$ cat src/rtl/dram_access_ctrl.sv
// Single-outstanding requester for the two-phase DRAM pin interface.
// Optional last-write forwarding is enabled with `define LAST_WRITE_FWD_EN.
module dram_access_ctrl #(
  parameter int AW       = 16,
  parameter int DW       = 16,
  parameter int HOLD_CYC = 2,
  parameter int RD_LAT   = 3
) (
  input  logic          Clk,
  input  logic          nRst,
  input  logic          ReqValid,
  output logic          ReqReady,
  input  logic          ReqWr,
  input  logic [AW-1:0] ReqAddr,
  input  logic [DW-1:0] ReqWData,
  output logic          RspValid,
  output logic [DW-1:0] RspData,
  output logic          Busy,
  output logic [AW-1:0] MemAddr,
  output logic          MemRD,
  output logic          MemWR,
  output logic [DW-1:0] MemDataIn,
  input  logic [DW-1:0] MemDataOut
);

  localparam int         RD_EFF    = (RD_LAT > HOLD_CYC) ? RD_LAT : HOLD_CYC;
  localparam logic [7:0] HOLD_LAST = 8'(HOLD_CYC - 1);
  localparam logic [7:0] RD_LAST   = 8'(RD_EFF - 1);

  typedef enum logic [2:0] {
    S_IDLE, S_ISSUE, S_WAIT, S_RESP, S_RECOVER
  } state_t;

  state_t        state, state_nxt;
  logic          op;
  logic [7:0]    cnt;
  logic          accept;
  logic          capture;
  logic          fwd_hit;
  logic          fwd;
  logic [DW-1:0] fwd_data;

`ifdef LAST_WRITE_FWD_EN
  logic          lw_vld;
  logic [AW-1:0] lw_addr;
  logic [DW-1:0] lw_data;

  assign fwd_hit  = !ReqWr && lw_vld && (ReqAddr == lw_addr);
  assign fwd_data = lw_data;

  always_ff @(posedge Clk or negedge nRst) begin
    if (!nRst) begin
      lw_vld  <= 1'b0;
      lw_addr <= '0;
      lw_data <= '0;
      fwd     <= 1'b0;
    end else if (accept) begin
      fwd <= fwd_hit;
      if (ReqWr) begin
        lw_vld  <= 1'b1;
        lw_addr <= ReqAddr;
        lw_data <= ReqWData;
      end
    end
  end
`else
  assign fwd_hit  = 1'b0;
  assign fwd      = 1'b0;
  assign fwd_data = '0;
`endif

  assign accept   = ReqValid && (state == S_IDLE);
  assign ReqReady = (state == S_IDLE);
  assign Busy     = (state != S_IDLE);
  assign RspValid = (state == S_RESP);
  assign MemRD    = (state == S_ISSUE) && !op;
  assign MemWR    = (state == S_ISSUE) && op;

  always_comb begin
    state_nxt = state;
    capture   = 1'b0;
    case (state)
      S_IDLE:
        if (accept) state_nxt = fwd_hit ? S_RESP : S_ISSUE;
      S_ISSUE:
        if (cnt == HOLD_LAST) begin
          if (op) begin
            state_nxt = S_RESP;
          end else if (RD_EFF == HOLD_CYC) begin
            capture   = 1'b1;
            state_nxt = S_RESP;
          end else begin
            state_nxt = S_WAIT;
          end
        end
      S_WAIT:
        if (cnt == RD_LAST) begin
          capture   = 1'b1;
          state_nxt = S_RESP;
        end
      // a forwarded read has no DRAM strobes to let settle, so skip RECOVER
      S_RESP:    state_nxt = fwd ? S_IDLE : S_RECOVER;
      S_RECOVER: state_nxt = S_IDLE;
      default:   state_nxt = S_IDLE;
    endcase
  end

  always_ff @(posedge Clk or negedge nRst) begin
    if (!nRst) begin
      state     <= S_IDLE;
      op        <= 1'b0;
      cnt       <= '0;
      MemAddr   <= '0;
      MemDataIn <= '0;
      RspData   <= '0;
    end else begin
      state <= state_nxt;
      if (accept) begin
        op  <= ReqWr;
        cnt <= '0;
        if (fwd_hit) begin
          RspData <= fwd_data;
        end else begin
          MemAddr <= ReqAddr;
          if (ReqWr) MemDataIn <= ReqWData;
        end
      end else if (state == S_ISSUE || state == S_WAIT) begin
        cnt <= cnt + 8'd1;
      end
      if (capture) RspData <= MemDataOut;
    end
  end

endmodule

$ cat config.mk
export PLATFORM = sky130hd
export DESIGN_NAME = dram_access_ctrl
export DESIGN_NICKNAME = d
export VERILOG_FILES = /design/src/rtl/dram_access_ctrl.sv
export SDC_FILE = /design/constraint.sdc
export NUM_CORES = 1
export LEC_CHECK = 0
export BUFFER_PORTS_ARGS = -buffer_cell sky130_fd_sc_hd__buf_2
export CORE_MARGIN = 2
export CORE_UTILIZATION = 50
export CTS_BUF_LIST = sky130_fd_sc_hd__clkbuf_4 sky130_fd_sc_hd__clkbuf_8
export CTS_CLUSTER_DIAMETER = 60
export DETAILED_ROUTE_END_ITERATION = 6
export GPL_ROUTABILITY_DRIVEN = 0
export MAX_ROUTING_LAYER = met4
export PLACE_DENSITY = 0.91
export SLEW_MARGIN = 20
export SYNTH_ARGS = -nofsm -noshare
export SYNTH_HDL_FRONTEND = slang
export SYNTH_SLANG_ARGS = --single-unit
$ cat constraint.sdc
create_clock -name Clk -period 2.1 [get_ports Clk]
set_input_delay 0.21 -clock Clk [delete_from_list [all_inputs] [get_ports Clk]]
set_output_delay 0.21 -clock Clk [all_outputs]
set_load 0.01 [all_outputs]
# Yosys cells after proc, flatten, opt, wreduce, memory -nomap -nowiden
# Index checks and enable logic that the tools add are counted.
# op_classes
reduce_logical,10
add_sub_neg,1
mux,9
eq_ne,8
# ops
operator,n
8-bit two-way mux,2
3-bit case mux with 4 select lines,1
3-bit two-way mux,3
8-bit by 1-bit adder with 8-bit output (second input constant),1
8-bit by 1-bit == test with 1-bit output (second input constant),1
8-bit by 2-bit == test with 1-bit output (second input constant),1
3-bit by 2-bit == test with 1-bit output (second input constant),2
2-bit inequality test (second input constant),2
3-bit by 1-bit == test with 1-bit output (second input constant),1
1-bit logical AND,3
3-bit zero test,1
1-bit two-way mux,3
3-bit AND reduction,1
3-bit nonzero test,1
2-bit by 1-bit inequality test with 1-bit output (second input constant),1
2-bit AND reduction,1
2-bit nonzero test,1
1-bit zero test,1
1-bit logical OR,1
# totals
elab_cells,34
input_bits,52
output_inout_bits,53
register_bits,60

# Logic depth before layout (Yosys ltp)
# logic_depth
depth_word,4
ltp_mapped,6
depth_no_buf,5

# Worst setup path before layout
# Ideal clock, no wire load.
# synth_path
path_kind,flip-flop to flip-flop
from,register cnt[5]
to,register RspData[10]
setup_time_ns,0.125
required_ns,1.975
path_slack_ns,0.520
synth_period_minus_slack_ns,1.580
n_path_buf,1
stages_incl_launch_ff,5
arrival_time_ns,1.455
cell_sequence,dfrtp_1 -> nor4_4 -> nand4_4 -> buf_6 -> mux2_4
# synth_via
elab_chain_len,3
# synth_rtl
element,line,text
"start, declared",36,logic [7:0] cnt;
"start signal, assigned",128,cnt <= cnt + 8'd1;
8-bit by 2-bit == test with 1-bit output,97,if (cnt == RD_LAST) begin
1-bit two-way mux,97,
1-bit two-way mux,82,case (state)
"end signal, assigned",122,RspData <= fwd_data;
"end signal, assigned",130,if (capture) RspData <= MemDataOut;
"end, declared",17,"output logic [DW-1:0] RspData,"
# Every way passes these cells.
# A chain may end at the register's enable or synchronous reset.

# Worst setup path after layout
# layout_path
from,register state[0]
to,output MemWR
# layout_via
elab_chain_len,2
# layout_rtl
element,line,text
"start, declared",34,"state_t state, state_nxt;"
"start signal, assigned",117,state <= state_nxt;
3-bit by 1-bit == test with 1-bit output,77,assign MemWR = (state == S_ISSUE) && op;
1-bit logical AND,77,
"end, declared",21,"output logic MemWR,"
# Every way passes these cells.

==> impl_metrics.env <==
export IMPL_first_global_vias=2026
export IMPL_timing_rr_end="RspData[7]$_DFFE_PN0P_"
export IMPL_syn_inst=221
export IMPL_worstHoldEndpoint="MemAddr[3]$_DFFE_PN0P_"
export IMPL_synth_area_per_cell_um2=12.1
export IMPL_dr_pass1_iters=4
export IMPL_skew_ps=8.02
export IMPL_fin_crit_sh_pct=90.2
export IMPL_core_um2=5140
export IMPL_clk_pin_slew_ps=70
export IMPL_synth_area_leader_cell="dfrtp_1"
export IMPL_hp_class="in -> reg"
export IMPL_die_h_um=77.2
export IMPL_dieArea_um2=5970
export IMPL_cts_sinks=60
export IMPL_slew_headroom_pct=53.9
export IMPL_synthFlopType="dfrtp_1"
export IMPL_synth_distinct_cells=43
export IMPL_whs_path_depth=3
export IMPL_insertion_delay_ps=330
export IMPL_cts_root_buf="clkbuf_8"
export IMPL_drc=0
export IMPL_ant_nets=0
export IMPL_end_kind="output pin"
export IMPL_yosysMostFrequentCell="dfrtp_1"
export IMPL_cts_tree="built"
export IMPL_antenna_cells=0
export IMPL_vias=2061
export IMPL_tns_ps=0
export IMPL_syn_area_um2=2680
export IMPL_synth_fp_nets=276
export IMPL_power_density_nw_per_um2=1450
export IMPL_ys_ff_latch=60
export IMPL_yosys_top_cells_count="60 x dfrtp_1, 53 x nand2_1, 19 x mux2_4, 13 x mux2_2, 7 x a21oi_1"
export IMPL_drt_iter0_drc=62
export IMPL_overflow=0
export IMPL_ioPinCount=105
export IMPL_reg2reg_depth=3
export IMPL_nets=387
export IMPL_cp_required_ps=1890
export IMPL_arrival_ps=1680
export IMPL_maxCapViolations=0
export IMPL_utilization_pct=67.3
export IMPL_routed_wl_mm=5.65
export IMPL_viasPerCell=5.08
export IMPL_tritoncts_num_buffers=9
export IMPL_yosys_top_cells_area="dfrtp_1 56%, mux2_4 11%, nand2_1 7.4%, mux2_2 5.5%, ha_1 1.4%"
export IMPL_track_usage_pct=20.9
export IMPL_htreeDepth=3
export IMPL_yosysWarningCount=0
export IMPL_hpwl_mm=4.19
export IMPL_start_util_pct=52.2
export IMPL_rows=26
export IMPL_holdCritStartpoint="ReqAddr[3]"
export IMPL_cp_start_kind="register"
export IMPL_hold_viol=0
export IMPL_max_freq_mhz=528
export IMPL_grt_max_degree=34
export IMPL_layout_min_cycle_time_ps=1890
export IMPL_nFillCells=397
export IMPL_area_growth_pct=28.9
export IMPL_layout_cells_non_filler=406
export IMPL_clock_path_buffers=2
export IMPL_die_x_um=77.2
export IMPL_synth_top_area_share_pct=56.0
export IMPL_antenna_found_initial=0
export IMPL_cts_resized=0
export IMPL_rr_startpoint="state[1]$_DFFE_PN0P_"
export IMPL_cellLeakagePower_nw=1.84
export IMPL_place_inst=390
export IMPL_status="finished clean"
export IMPL_r2r_slack_ps=290
export IMPL_criticalPathCategory="reg -> out"
export IMPL_tightest_slew_ps=686
export IMPL_setup_viol=0
export IMPL_port_buffers=104
export IMPL_synth_edf_count=0
export IMPL_irDropWorstVdd_v=0.000751
export IMPL_drt_wirelength_per_cell_um=13.9
export IMPL_grt_pass1_wl_mm=9.54
export IMPL_ys_seq_area_share_pct=56.0
export IMPL_slew_viol_final=0
export IMPL_rsz0062_at_grt="no"
export IMPL_drive_gt1_share_pct=48.5
export IMPL_cp_max_fo=11
export IMPL_async_flop_share_pct=100
-- cell families after synthesis --
family / share of synthesized area [%]
xor gates and xnor gates: 0.327
muxes: 16.5
AOI/OAI and AO/OA: 5.50
adders and majority gates: 1.40
DFF: 56.0
buffers and inverters: 3.03
and+or+nand+nor: 17.3
-- power breakdown --
part / total [W] / switching [W] / leakage (nW) / internal, W
Clock: 0.000883 / 0.000436 / 0.0917 / 0.000446
Combinational: 0.00207 / 0.00101 / 1.01 / 0.00106
Sequential: 0.00206 / 0.000378 / 0.735 / 0.00168
Total: 0.00501 / 0.00183 / 1.84 / 0.00319
-- per-stage QoR --
stage | instance area (um2) | hold WS (ps) | total power [W] | setup slack (ps)
after floorplan | 2680 | -85.6 | 0.00333 | 520
after global placement | 3280 | 253 | 0.00405 | 357
after detailed placement | 3280 | 267 | 0.00416 | 301
after CTS | 3460 | 56.5 | 0.00507 | 204
after global routing | 3460 | 72.0 | 0.00538 | 129
final | 3460 | 70.6 | 0.00501 | 206
-- area by class of cell --
| class | instances | area [um2] | area share [%] |
|---|---|---|---|
| Inverter | 4 | 15.0 | 0.434 |
| Clock inverter | 5 | 28.8 | 0.832 |
| Timing Repair Buffer | 111 | 588 | 17.0 |
| Tap cell | 70 | 87.6 | 2.53 |
| Clock buffer | 10 | 138 | 3.98 |
| Multi-Input combinational cell | 146 | 1100 | 31.8 |
| Sequential cell | 60 | 1500 | 43.4 |
-- critical path, stage by stage (launching register included) --
cell and delay (ps):
dfrtp_1 580, buf_4 230, nor2b_1 230, and3_1 190
buf_2 120
-- flip-flops by register name (all words and copies together), names as in the netlist --
name       count
MemAddr       16
MemDataIn     16
RspData       16
cnt            8
state          3
op             1
-- routing by layer --
layer	vias to the layer above	track usage, %	wire (um)
li1	981	-	-
met1	981	26.2	2430
met2	88	32.1	2720
met3	11	5.06	389
met4	0	10.0	100
met5	-	-	0
-- layout by cell type (no fill, tap or decap), types with 2 or more instances in the layout --
| cell type | n |
|---|---|
| a21oi_1 | 7 |
| and3_1 | 4 |
| buf_2 | 104 |
| buf_4 | 5 |
| clkbuf_8 | 10 |
| clkinv_2 | 4 |
| dfrtp_1 | 60 |
| ha_1 | 3 |
| inv_1 | 4 |
| mux2_2 | 13 |
| mux2_4 | 19 |
| nand2_1 | 53 |
| nand2b_1 | 3 |
| nand4b_1 | 2 |
| nor2_1 | 5 |
| nor3_1 | 3 |
| o21ai_0 | 3 |
| o31ai_1 | 3 |
| or3_1 | 3 |
| or4_1 | 2 |
-- how the worst max path moves through the flow --
stage | from | endpoint | slack, ps | cells past startpoint
after floorplan | cnt[5]$_DFFE_PN0P_ | RspData[10]$_DFFE_PN0P_ | 520 | 4
after global placement | state[1]$_DFFE_PN0P_ | RspData[9]$_DFFE_PN0P_ | 360 | 3
after detailed placement | state[1]$_DFFE_PN0P_ | RspData[11]$_DFFE_PN0P_ | 300 | 3
after CTS | state[0]$_DFFE_PN0P_ | MemWR | 200 | 4
after global routing | state[1]$_DFFE_PN0P_ | RspData[7]$_DFFE_PN0P_ | 130 | 3
final | state[0]$_DFFE_PN0P_ | MemWR | 210 | 4
-- what timing repair did --
item / 4_1_cts / 5_1_grt
hold buffers: 1 / 0
setup endpoints to repair: 0 / 0
hold endpoints to repair: 27 / 0
setup buffers: 0 / 0
Note: power is estimated with default switching activity, not from simulation.
